File: config.mk
export PLATFORM = sky130hd
export DESIGN_NAME = ffd_bank_arbiter_flat
export DESIGN_NICKNAME = d
export VERILOG_FILES = /design/src/rtl/ffd_bank_arbiter_if.sv /design/src/rtl/ffd_bank_arbiter.sv /design/src/flat_wrapper.sv
export SDC_FILE = /design/constraint.sdc
export NUM_CORES = 1
export LEC_CHECK = 0
export ABC_AREA = 1
export BUFFER_PORTS_ARGS = -buffer_cell sky130_fd_sc_hd__buf_2
export CORE_UTILIZATION = 45
export CTS_CLUSTER_SIZE = 8
export DETAILED_ROUTE_END_ITERATION = 16
export HOLD_SLACK_MARGIN = 0.06
export PLACE_DENSITY = 0.82
export SLEW_MARGIN = 0
export SYNTH_ARGS = -nofsm -noshare
export SYNTH_HDL_FRONTEND = slang
export SYNTH_SLANG_ARGS = --single-unit
File: constraint.sdc
create_clock -name Clk -period 3.95 [get_ports Clk]
set_input_delay 0.395 -clock Clk [delete_from_list [all_inputs] [get_ports Clk]]
set_output_delay 0.395 -clock Clk [all_outputs]
set_load 0.03 [all_outputs]
File: src/rtl/ffd_bank_arbiter_if.sv
// Requester-side bundle for ffd_bank_arbiter.
// Defining ARB_LOCK_EN adds the per-requester Lock input.
interface ffd_bank_arbiter_if #(
  parameter int NREQ  = 4,
  parameter int WIDTH = 4
);
  localparam int IW = $clog2(NREQ);

  logic [NREQ-1:0]       Req;
  logic [NREQ*WIDTH-1:0] Dato;
  logic [NREQ-1:0]       Gnt;
  logic [NREQ-1:0]       Ack;
  logic [WIDTH-1:0]      Q;
  logic [IW-1:0]         Owner;
  logic                  Busy;
`ifdef ARB_LOCK_EN
  logic [NREQ-1:0]       Lock;
`endif

  modport master (
    output Req, Dato,
`ifdef ARB_LOCK_EN
    output Lock,
`endif
    input  Gnt, Ack, Q, Owner, Busy
  );

  modport slave (
    input  Req, Dato,
`ifdef ARB_LOCK_EN
    input  Lock,
`endif
    output Gnt, Ack, Q, Owner, Busy
  );
endinterface

File: src/rtl/ffd_bank_arbiter.sv
// Round-robin write arbiter/sequencer for a shared WIDTH-bit register bank.
// Optional ARB_LOCK_EN: a locked, still-requesting owner is re-granted straight from WRITE.
module ffd_bank_arbiter #(
  parameter int NREQ  = 4,
  parameter int WIDTH = 4
) (
  input logic               Clk,
  input logic               Reset,
  ffd_bank_arbiter_if.slave bus
);
  localparam int IW = $clog2(NREQ);

  typedef enum logic [1:0] {
    IDLE  = 2'd0,
    GRANT = 2'd1,
    WRITE = 2'd2
  } state_t;

  state_t           state_r;
  logic [NREQ-1:0]  gnt_r;
  logic [NREQ-1:0]  ack_r;
  logic [WIDTH-1:0] q_r;
  logic [IW-1:0]    owner_r;
  logic [IW-1:0]    ptr_r;
  logic [IW-1:0]    win_r;
  logic             busy_r;

  logic [IW-1:0]    win_s;
  logic [IW-1:0]    idx_s;
  logic             found_s;

  function automatic logic [NREQ-1:0] onehot(input logic [IW-1:0] i);
    return {{(NREQ-1){1'b0}}, 1'b1} << i;
  endfunction

  // Pick the first requester after ptr, wrapping around.
  always_comb begin
    win_s   = '0;
    idx_s   = '0;
    found_s = 1'b0;
    for (int k = 1; k <= NREQ; k++) begin
      idx_s = IW'((int'(ptr_r) + k) % NREQ);
      if (!found_s && bus.Req[idx_s]) begin
        found_s = 1'b1;
        win_s   = idx_s;
      end else begin
        found_s = found_s;
      end
    end
  end

  // Arbitration FSM; the bank load happens only on the GRANT->WRITE edge.
  always_ff @(posedge Clk) begin
    if (Reset) begin
      state_r <= IDLE;
      gnt_r   <= '0;
      ack_r   <= '0;
      q_r     <= '0;
      owner_r <= '0;
      ptr_r   <= IW'(NREQ - 1);
      win_r   <= '0;
      busy_r  <= 1'b0;
    end else begin
      case (state_r)
        IDLE: begin
          ack_r <= '0;
          if (found_s) begin
            win_r   <= win_s;
            gnt_r   <= onehot(win_s);
            busy_r  <= 1'b1;
            state_r <= GRANT;
          end else begin
            gnt_r   <= '0;
            busy_r  <= 1'b0;
            state_r <= IDLE;
          end
        end
        GRANT: begin
          gnt_r <= '0;
          if (bus.Req[win_r]) begin
            q_r     <= bus.Dato[int'(win_r)*WIDTH +: WIDTH];
            ack_r   <= onehot(win_r);
            owner_r <= win_r;
            ptr_r   <= win_r;
            busy_r  <= 1'b1;
            state_r <= WRITE;
          end else begin
            ack_r   <= '0;
            busy_r  <= 1'b0;
            state_r <= IDLE;
          end
        end
        WRITE: begin
          ack_r <= '0;
`ifdef ARB_LOCK_EN
          if (bus.Lock[win_r] && bus.Req[win_r]) begin
            gnt_r   <= onehot(win_r);
            busy_r  <= 1'b1;
            state_r <= GRANT;
          end else begin
            gnt_r   <= '0;
            busy_r  <= 1'b0;
            state_r <= IDLE;
          end
`else
          gnt_r   <= '0;
          busy_r  <= 1'b0;
          state_r <= IDLE;
`endif
        end
        default: begin
          gnt_r   <= '0;
          ack_r   <= '0;
          busy_r  <= 1'b0;
          state_r <= IDLE;
        end
      endcase
    end
  end

  assign bus.Gnt   = gnt_r;
  assign bus.Ack   = ack_r;
  assign bus.Q     = q_r;
  assign bus.Owner = owner_r;
  assign bus.Busy  = busy_r;
endmodule

File: src/flat_wrapper.sv
// flat-port wrapper written by rule: the top's interface ports become plain ports
module ffd_bank_arbiter_flat 
#(
  parameter int NREQ  = 4,
  parameter int WIDTH = 4
)
  (Clk, Reset, bus_Req, bus_Dato, bus_Gnt, bus_Ack, bus_Q, bus_Owner, bus_Busy);
  ffd_bank_arbiter_if #(.NREQ(NREQ), .WIDTH(WIDTH)) bus_i ();
  input logic Clk;
  input logic Reset;
  input wire logic [$bits(bus_i.Req)-1:0] bus_Req;
  input wire logic [$bits(bus_i.Dato)-1:0] bus_Dato;
  output wire logic [$bits(bus_i.Gnt)-1:0] bus_Gnt;
  output wire logic [$bits(bus_i.Ack)-1:0] bus_Ack;
  output wire logic [$bits(bus_i.Q)-1:0] bus_Q;
  output wire logic [$bits(bus_i.Owner)-1:0] bus_Owner;
  output wire logic [$bits(bus_i.Busy)-1:0] bus_Busy;
  assign bus_i.Req = bus_Req;
  assign bus_i.Dato = bus_Dato;
  assign bus_Gnt = bus_i.Gnt;
  assign bus_Ack = bus_i.Ack;
  assign bus_Q = bus_i.Q;
  assign bus_Owner = bus_i.Owner;
  assign bus_Busy = bus_i.Busy;
  ffd_bank_arbiter #(.NREQ(NREQ), .WIDTH(WIDTH)) u_core (.Clk(Clk), .Reset(Reset), .bus(bus_i));
endmodule
* Word-level counts from Yosys, hierarchy flattened *
Index checks and enable logic that the tools add are counted.

operators by class
  add/subtract/negate cells = 4
  multiply operators = 0
  divide/modulo/power cells = 0
  order comparisons = 5
  eq/ne operators = 1
  shift operators = 3
  mux-type cells = 24
  bitwise logic cells = 4
  reductions and logical operators = 11

operator list
  kind                   count
  $shiftx A16 B5 Y4      1
  $lt A2 B3 Y1 const B   5
  $mux W1                12
  $bmux W1 S2            5
  $mux W2                5
  $shl A1 B2 Y4 const A  2
  $reduce_or A3 Y1       2
  $add A2 B1 Y2 const B  2
  $add A2 B2 Y2 const B  2
  $not A1 Y1             4
  $pmux W2 S2            1
  $reduce_and A2 Y1      2
  $logic_and A1 B1 Y1    3
  $logic_not A1 Y1       3
  $eq A2 B1 Y1 const B   1
  $logic_not A2 Y1       1
  $pmux W1 S2            1

word-level totals
  flip-flop bits (word level) = 21
  latch bits = 0
  RAM bits = 0
  ROM bits = 0
  bits of input ports = 22
  output and inout port bits = 15
  word-level logic and storage cells = 60
  memories kept = 0

* Logic depth before layout (Yosys ltp) *
Gate-level depths: netlist of run 1.

  depth in word-level cells = 15
  depth in mapped cells = 13
  gate-level depth less buffers = 12

* Worst setup path after synthesis of run 1 *
No wires, ideal clock.

  path type = register to register
  start = register u_core.ptr_r[0]
  end = register u_core.gnt_r[3] (netlist: u_core.bus.Gnt[3])
  library setup time = 0.110 ns
  data arrival time = 1.212 ns
  required time = 3.840 ns
  setup slack = 2.627 ns
  stages on the path, launching flop included = 13
  buffers on the path = 1
  period minus slack after synthesis = 1.323 ns
  cell sequence = dfxtp_1 -> buf_6 -> inv_8 -> nand2_4 -> nand2_4 -> nand2_2 -> nand2_2 -> nor2_4 -> nand3_2 -> nand3_1 -> nand2_2 -> nand3_1 -> inv_1

on the way
  cells in the longest elaborated chain, start to end = 15
  elaborated cells on any way between the ends = 29
  those cells by class = add/sub (4); shift (1); mux (16); bitwise (1); reduce/logical (7)

ends and longest elaborated chain
  element                            RTL line                RTL
  from (decl)                        ffd_bank_arbiter.sv:24  logic [IW-1:0] ptr_r;
  from (signal assigned)             ffd_bank_arbiter.sv:60  ptr_r <= IW'(NREQ - 1);
  from (signal assigned)             ffd_bank_arbiter.sv:84  ptr_r <= win_r;
  $add A2 B1 Y2                      ffd_bank_arbiter.sv:42  idx_s = IW'((int'(ptr_r) + k) % NREQ);
  $bmux W1 S2                        ffd_bank_arbiter.sv:43  if (!found_s && bus.Req[idx_s]) begin
  $mux W1 (not written as such)      ffd_bank_arbiter.sv:43
  $mux W1                            ffd_bank_arbiter.sv:43
  $logic_not A1 Y1                   ffd_bank_arbiter.sv:43
  $logic_and A1 B1 Y1                ffd_bank_arbiter.sv:43
  $mux W1                            ffd_bank_arbiter.sv:43
  $logic_not A1 Y1                   ffd_bank_arbiter.sv:43
  $logic_and A1 B1 Y1                ffd_bank_arbiter.sv:43
  $mux W1                            ffd_bank_arbiter.sv:43
  $logic_not A1 Y1                   ffd_bank_arbiter.sv:43
  $logic_and A1 B1 Y1                ffd_bank_arbiter.sv:43
  $mux W1                            ffd_bank_arbiter.sv:43
  $not A1 Y1 (no source line)        n/a
  $reduce_or A3 Y1 (no source line)  n/a
  to (signal assigned)               ffd_bank_arbiter.sv:69  gnt_r <= onehot(win_s);
  to (decl)                          ffd_bank_arbiter.sv:20  logic [NREQ-1:0] gnt_r;

Parallel ways exist; a longest one is shown, timed or not. The select of a mux whose other input is x is not followed.
A chain may end at the register's enable or synchronous reset.

* Worst setup path in the final report of run 1 *
  start = register u_core.win_r[0]
  end = register u_core.ack_r[0] (netlist: u_core.bus.Ack[0])

on the way
  cells in the longest elaborated chain, start to end = 4
  elaborated cells on any way between the ends = 5
  those cells by class = shift (1); mux (2); bitwise (1); reduce/logical (1)

ends and longest elaborated chain
  element                            RTL line                RTL
  from (decl)                        ffd_bank_arbiter.sv:25  logic [IW-1:0] win_r;
  from (signal assigned)             ffd_bank_arbiter.sv:68  win_r <= win_s;
  $bmux W1 S2                        ffd_bank_arbiter.sv:80  if (bus.Req[win_r]) begin
  $mux W1 (not written as such)      ffd_bank_arbiter.sv:80
  $not A1 Y1 (no source line)        n/a
  $reduce_or A3 Y1 (no source line)  n/a
  to (signal assigned)               ffd_bank_arbiter.sv:82  ack_r <= onehot(win_r);
  to (decl)                          ffd_bank_arbiter.sv:21  logic [NREQ-1:0] ack_r;

Parallel ways exist; a longest one is shown, timed or not. The select of a mux whose other input is x is not followed.

==> flow_summary_export.csv, run 1 <==
group,metric,value,unit
sta,worst_slew_margin_rel,0.6753,
sta,final.min_clock_period,1.757,ns
pwr,power_density,694.4,nW/um2
floorplan,initial_core_util,0.4725,
critical_path,critical_path_buf_inv_count,2,
placed_design,post-dp-hpwl,1.950,mm
critical_path,regToRegEndpoint,"u_core.bus.Ack[0]$_SDFF_PP0_",
cells_and_area,fin_nets,221,
cells_and_area,area.sequential,420.4,um2
floorplan,chipHeight,52.77,um
critical_path,cpMaxStageDelayCell,"dfxtp_1",
sta,tightest_slew,0.4863,ns
clock_tree,count_of_cells_resized_by_post_cts_repair,0,
synthesis,synth_async_sr_flop_share,0,
placed_design,port_buffers,36,
clock_tree,worst_skew_pair.late_latency,0.31,ns
synthesis,synth-seq-area-share,0.3625,
sta,grt_setup_unrepaired,"no",
clock_tree,htree_depth,1,
floorplan,core_region_area,2455,um2
critical_path,worst-r2r-setup-slack,2.19,ns
sta,final-max-slew-violation-count,0,
critical_path,element_type_at_the_critical_path_start,"register",
critical_path,path_class,"reg2reg",
drt,vias_per_cell,4.908,
cells_and_area,fill_cells,251,
drt,routed_wire_length_per_instance,10.82,um
hold_path,min_path_type,"in2reg",
drt,met3RoutedLength,119,um
synthesis,syn-num-nets,184,
synthesis,synth_top_area_share,0.3625,
outcome,result_of_the_run,"completed",
sta,setup_violations,0,
global_route,via_count_of_the_first_global_routing_pass,964,
hold_path,timing.hold.worst.start,"Reset",
global_route,track_usage,0.1930,
drt,wirelength_met1,1.137,mm
cells_and_area,layout.core_utilization,0.5627,
floorplan,floorplan.die.width,52.77,um
cells_and_area,n_antenna_cell,0,
critical_path,launch_instance_of_the_worst_register_to_register_path,"u_core.win_r[0]$_SDFFE_PP0P_",
synthesis,synth.lib_cells_used.distinct,23,
synthesis,synth_top_cell_by_area,"dfxtp_1",
cells_and_area,area_of_the_multi_input_gates,640.6,um2
pwr,peakVddDrop,0.3994,mV
synthesis,synth_enable_flop_cells,0,
hold_path,min_path_cells,2,
drt,drcViolationCount,0,
job,max-cap-violations,0,
synthesis,synth_seq_cells,21,
drt,highest-signal-layer,"met4",
critical_path,reg2reg_depth,9,
synthesis,mappedNetlistArea,1160,um2
hold_path,timing.hold.worst_endpoint,"u_core.bus.Owner[0]$_SDFFE_PP0P_",
drt,number_of_vias_in_the_routed_layout,1119,
critical_path,path_cells,"inv_1 -> nor2_1 -> o21ai_1 -> nand2_1 -> nor2_4 -> inv_2 -> nor2_4 -> nand2_1 -> nor2_1",
clock_tree,cts-buffers-inserted,3,
floorplan,dieArea,2785,um2
floorplan,io_pins,37,
floorplan,placement_rows,18,
global_route,globalRouteOverflowTotal,0,
cells_and_area,flow.area_growth_from_synthesis,19.09,%
clock_tree,cts.root.buffer_cell,"clkbuf_4",
synthesis,yosysWarnings,0,
synthesis,synth_area_leaders,"dfxtp_1 36%, nand2_1 9.4%, nand2_2 7.6%",
sta,fin_tns_setup,0,ns
drt,drt_pass1_iterations,4,
sta,finalClockSkew,0.003804,ns
critical_path,cp_top_family,"flip-flops",
sta,timing.fmax,0.5691,GHz
global_route,largest_net_degree_at_the_start_of_global_routing,16,
clock_tree,clock_tree_from_tritoncts,"yes",
critical_path,cp.arrival,1.95,ns
synthesis,yosysMostFrequentCell,"nand2_1",
synthesis,syn_inst,162,
cells_and_area,final_layout_size_suffix_gt1_frac,0.3737,
placed_design,gp_congestion,0.8856,
sta,number_of_endpoints_with_negative_hold_slack_in_the_final_report,0,
sta,period_share,0.4448,
clock_tree,cts.sink_count,21,
critical_path,worst_setup_path_end_kind,"register",
synthesis,synthFlopType,"dfxtp_1",
synthesis,syn_area_per_cell,7.160,um2
critical_path,cp_slowest_stage_delay,0.64,ns
critical_path,critPathRequiredTime,4.14,ns
drt,drt_iter0_drc,23,
drt,wirelength,2.468,mm
drt,detailroute.wirelength.met2,1.169,mm
drt,route.antenna.remaining_nets,0,
global_route,wire_length_of_the_first_global_routing_pass,3.912,mm
global_route,grt_antenna_before_repair,0,
critical_path,timing.critical_path.fanout_max,15,
pwr,power_leakage,0.7281,nW
synthesis,synthTopCellsByCount,"29 x nand2_1, 22 x nor2_1, 21 x dfxtp_1",
clock_tree,clk_path_buf_depth,2,
clock_tree,path_clk_slew,0.11,ns
clock_tree,cts_setup_buffers,0,
clock_tree,hold_buffers,0,
-- cells in the final DEF, fill, tap and decap left out, types with 6 or more instances in the layout --
master,n
a21oi_1,7
nand3_1,6
buf_2,36
o21ai_0,13
inv_1,13
nand2_1,29
nand2_2,14
nand2_4,6
nor2_1,22
dfxtp_1,21
-- cell families (layout without fill, tap and decap cells) --
logic type,count (synthesis),after routing,share of synthesized area
flops,21,21,0.3625
simple gates,88,88,0.4067
compound gates,31,31,0.1456
buf+inv,22,58,0.08522
-- state kept, by name (all words and copies together), names as in the netlist --
name              count
u_core.bus.Busy       1
u_core.bus.Ack        4
u_core.bus.Q          4
u_core.bus.Gnt        4
u_core.ptr_r          2
u_core.state_r        2
u_core.bus.Owner      2
u_core.win_r          2
-- power by group --
part	switching (mW)	total, mW	internal [mW]
logic	0.361	0.533	0.172
registers	0.0596	0.325	0.266
clock network	0.0630	0.101	0.0378
total	0.484	0.959	0.475
-- worst max path at each step --
stage                                       from                      endpoint  slack (ns)  depth (start not counted)
detailed placement  u_core.win_r[0]$_SDFFE_PP0P_  u_core.bus.Ack[0]$_SDFF_PP0_        2.22                          9
CTS                 u_core.win_r[0]$_SDFFE_PP0P_  u_core.bus.Ack[0]$_SDFF_PP0_        2.22                          9
global route        u_core.win_r[0]$_SDFFE_PP0P_  u_core.bus.Ack[1]$_SDFF_PP0_        2.06                          9
global placement    u_core.win_r[0]$_SDFFE_PP0P_  u_core.bus.Ack[0]$_SDFF_PP0_        2.25                          9
finish              u_core.win_r[0]$_SDFFE_PP0P_  u_core.bus.Ack[0]$_SDFF_PP0_        2.19                          9
floorplan           u_core.ptr_r[0]$_SDFFE_PP1P_  u_core.bus.Gnt[3]$_SDFF_PP0_        2.63                         12
-- layout make-up --
type,count,share of cell area
multi-input combinational,119,0.4638
clock buffer,3,0.01630
inverter,18,0.05435
tap,30,0.02717
sequential,21,0.3043
clock inverter,1,0.003623
timing repair buffer,36,0.1304
-- through the flow --
stage | hold slack [ns] | cells | total power, mW | worst slack [ns] | cell area (um2)
2_1_floorplan | 0.4641 | 162 | 0.7555 | 2.627 | 1160
3_3_place_gp | 0.4539 | 224 | 0.8533 | 2.247 | 1354
3_5_place_dp | 0.4585 | 224 | 0.8619 | 2.220 | 1354
4_1_cts | 0.3675 | 228 | 0.9639 | 2.217 | 1381
5_1_grt | 0.3846 | 228 | 1.036 | 2.061 | 1381
6_report | 0.3721 | 228 | 0.9592 | 2.193 | 1381
-- routing by layer --
| metal | global-route usage | up-vias |
|---|---|---|
| li1 | - | 589 |
| met1 | 0.2373 | 492 |
| met2 | 0.3333 | 33 |
| met3 | 0.02609 | 5 |
| met4 | 0.07895 | 0 |
| met5 | 0 | - |
Note: power is estimated with default switching activity, not from simulation.
==> inputs of run 2 (changes only) <==
==> constraint.sdc (replaced) <==
create_clock -name Clk -period 1.7 [get_ports Clk]
set_input_delay 0.17 -clock Clk [delete_from_list [all_inputs] [get_ports Clk]]
set_output_delay 0.17 -clock Clk [all_outputs]
set_load 0.03 [all_outputs]
==> run 2 against run 1 <==
Worst hold slack worse by 0.21 ns. Sequential cell count unchanged. Sequential power up 110%. Largest power group unchanged. Combinational power up 150%. Critical path type unchanged. Register-to-register slack worse by 2.0 ns. Count of clock-buffer cells in the layout unchanged. First-iteration DRC count down 13%. Critical path depth up 3. Core utilization up 0.92 points.
==> flow_summary_export.csv, run 2 (synthesized netlist as in run 1, its figures left out) <==
group,metric,value,unit
outcome,result_of_the_run,"completed",
drt,number_of_vias_in_the_routed_layout,1120,
global_route,via_count_of_the_first_global_routing_pass,933,
clock_tree,htree_depth,1,
job,max-cap-violations,0,
sta,tightest_slew,0.2653,ns
drt,routed_wire_length_per_instance,10.33,um
clock_tree,cts_setup_buffers,0,
critical_path,path_class,"reg2reg",
global_route,grt_use_met2,0.3143,
placed_design,post-dp-hpwl,1.918,mm
placed_design,detailed_place.area,1376,um2
cells_and_area,final_area,1404,um2
placed_design,port_buffers,36,
critical_path,critPathRequiredTime,1.92,ns
hold_path,min_path_type,"in2reg",
drt,route.antenna.remaining_nets,0,
sta,final-max-slew-violation-count,0,
floorplan,floorplan.die.width,52.77,um
sta,worst_slew_margin_rel,0.8229,
floorplan,placement_rows,18,
sta,period_share,0.8930,
pwr,power_density,1607,nW/um2
sta,grt_setup_unrepaired,"no",
global_route,globalRoute.busiestLayer,"met2",
cells_and_area,n_antenna_cell,0,
placed_design,gp_congestion,0.7768,
cells_and_area,final_common_cell,"buf_2",
clock_tree,clk_path_buf_depth,2,
drt,drt_iter0_drc,20,
clock_tree,clock_tree_from_tritoncts,"yes",
drt,wirelength,2.386,mm
global_route,largest_net_degree_at_the_start_of_global_routing,13,
sta,timing.fmax,0.6587,GHz
global_route,global_route.usage.met3,0.01739,
cells_and_area,fin_nets,224,
sta,final.min_clock_period,1.518,ns
floorplan,core_region_area,2455,um2
floorplan,dieArea,2785,um2
cells_and_area,fill_cells,242,
sta,fin_tns_setup,0,ns
drt,vias_per_cell,4.848,
clock_tree,cts.root.buffer_cell,"clkbuf_4",
global_route,grt_antenna_before_repair,0,
sta,finalClockSkew,0.002365,ns
floorplan,chipHeight,52.77,um
clock_tree,hold_buffers,0,
drt,drt_pass1_iterations,4,
clock_tree,count_of_cells_resized_by_post_cts_repair,0,
floorplan,initial_core_util,0.4725,
cells_and_area,final_layout_size_suffix_gt1_frac,0.3831,
sta,number_of_endpoints_with_negative_hold_slack_in_the_final_report,0,
critical_path,cp.arrival,1.73,ns
critical_path,worst_setup_path_end_kind,"register",
pwr,power_leakage,0.7420,nW
sta,setup_violations,0,
global_route,globalRouteMet1Util,0.2355,
pwr,peakVddDrop,1.020,mV
clock_tree,path_clk_slew,0.11,ns
critical_path,timing.critical_path.fanout_max,10,
global_route,track_usage,0.1834,
drt,drcViolationCount,0,
floorplan,io_pins,37,
cells_and_area,most-common-layout-cells,"36 x buf_2, 29 x nand2_1, 22 x nor2_1",
critical_path,worst-r2r-setup-slack,0.18,ns
pwr,finalPower,2.257,mW
clock_tree,cts-buffers-inserted,3,
cells_and_area,flow.area_growth_from_synthesis,21.04,%
clock_tree,worst_skew_pair.late_latency,0.30,ns
critical_path,element_type_at_the_critical_path_start,"register",
global_route,globalRouteOverflowTotal,0,
clock_tree,cts.sink_count,21,
global_route,wire_length_of_the_first_global_routing_pass,3.815,mm
-- run 2: final timing paths --
kind	cells past startpoint	to	from
worst max-delay path	12	u_core.bus.Gnt[3]$_SDFF_PP0_	u_core.ptr_r[0]$_SDFFE_PP1P_
worst min-delay path	2	u_core.bus.Owner[1]$_SDFFE_PP0P_	Reset
worst max register to register	12	u_core.bus.Gnt[3]$_SDFF_PP0_	u_core.ptr_r[0]$_SDFFE_PP1P_
worst min register to register	2	u_core.bus.Owner[1]$_SDFFE_PP0P_	u_core.bus.Owner[1]$_SDFFE_PP0P_
-- run 2: routing by layer --
metal	wire length [um]	up-vias
li1	-	597
met1	1143	481
met4	32	0
met3	122	5
met2	1088	37
met5	0	-
-- run 2: layout make-up --
cell class / count / area (um2) / share of cell area
clock buffer: 3 / 22.52 / 0.01604
inverter: 18 / 75.07 / 0.05348
multi-input combinational: 119 / 640.6 / 0.4563
tap: 30 / 37.54 / 0.02674
clock inverter: 1 / 5.005 / 0.003565
sequential: 21 / 420.4 / 0.2995
timing repair buffer: 39 / 202.7 / 0.1444
-- run 2: stage by stage --
step / std cells / worst slack, ns / util / hold WS [ns]
finish: 231 / 0.1819 / 0.5719 / 0.1578
global route: 231 / 0.06313 / 0.5719 / 0.1725
floorplan: 162 / 0.3773 / - / 0.2391
global placement: 227 / 0.2325 / 0.5607 / 0.4609
CTS: 231 / 0.2001 / 0.5719 / 0.1661
detailed placement: 227 / 0.2169 / 0.5607 / 0.4556
-- run 2: where the power goes --
part	internal [mW]	switching [mW]	leakage (nW)	total (mW)
sequential	0.617	0.0799	0.172	0.697
combinational	0.430	0.894	0.553	1.32
clock	0.0879	0.148	0.0177	0.236
-- run 2: critical path: stages, from the launching register on --
cell and delay (ns):
dfxtp_1 0.32, buf_4 0.19, inv_8 0.07, nand2_1 0.08
nand2_2 0.08, nand2_2 0.07, nand2_2 0.08, nor2_4 0.12
nand3_2 0.08, nand3_1 0.11, nand2_2 0.09, nand3_1 0.07
inv_1 0.04
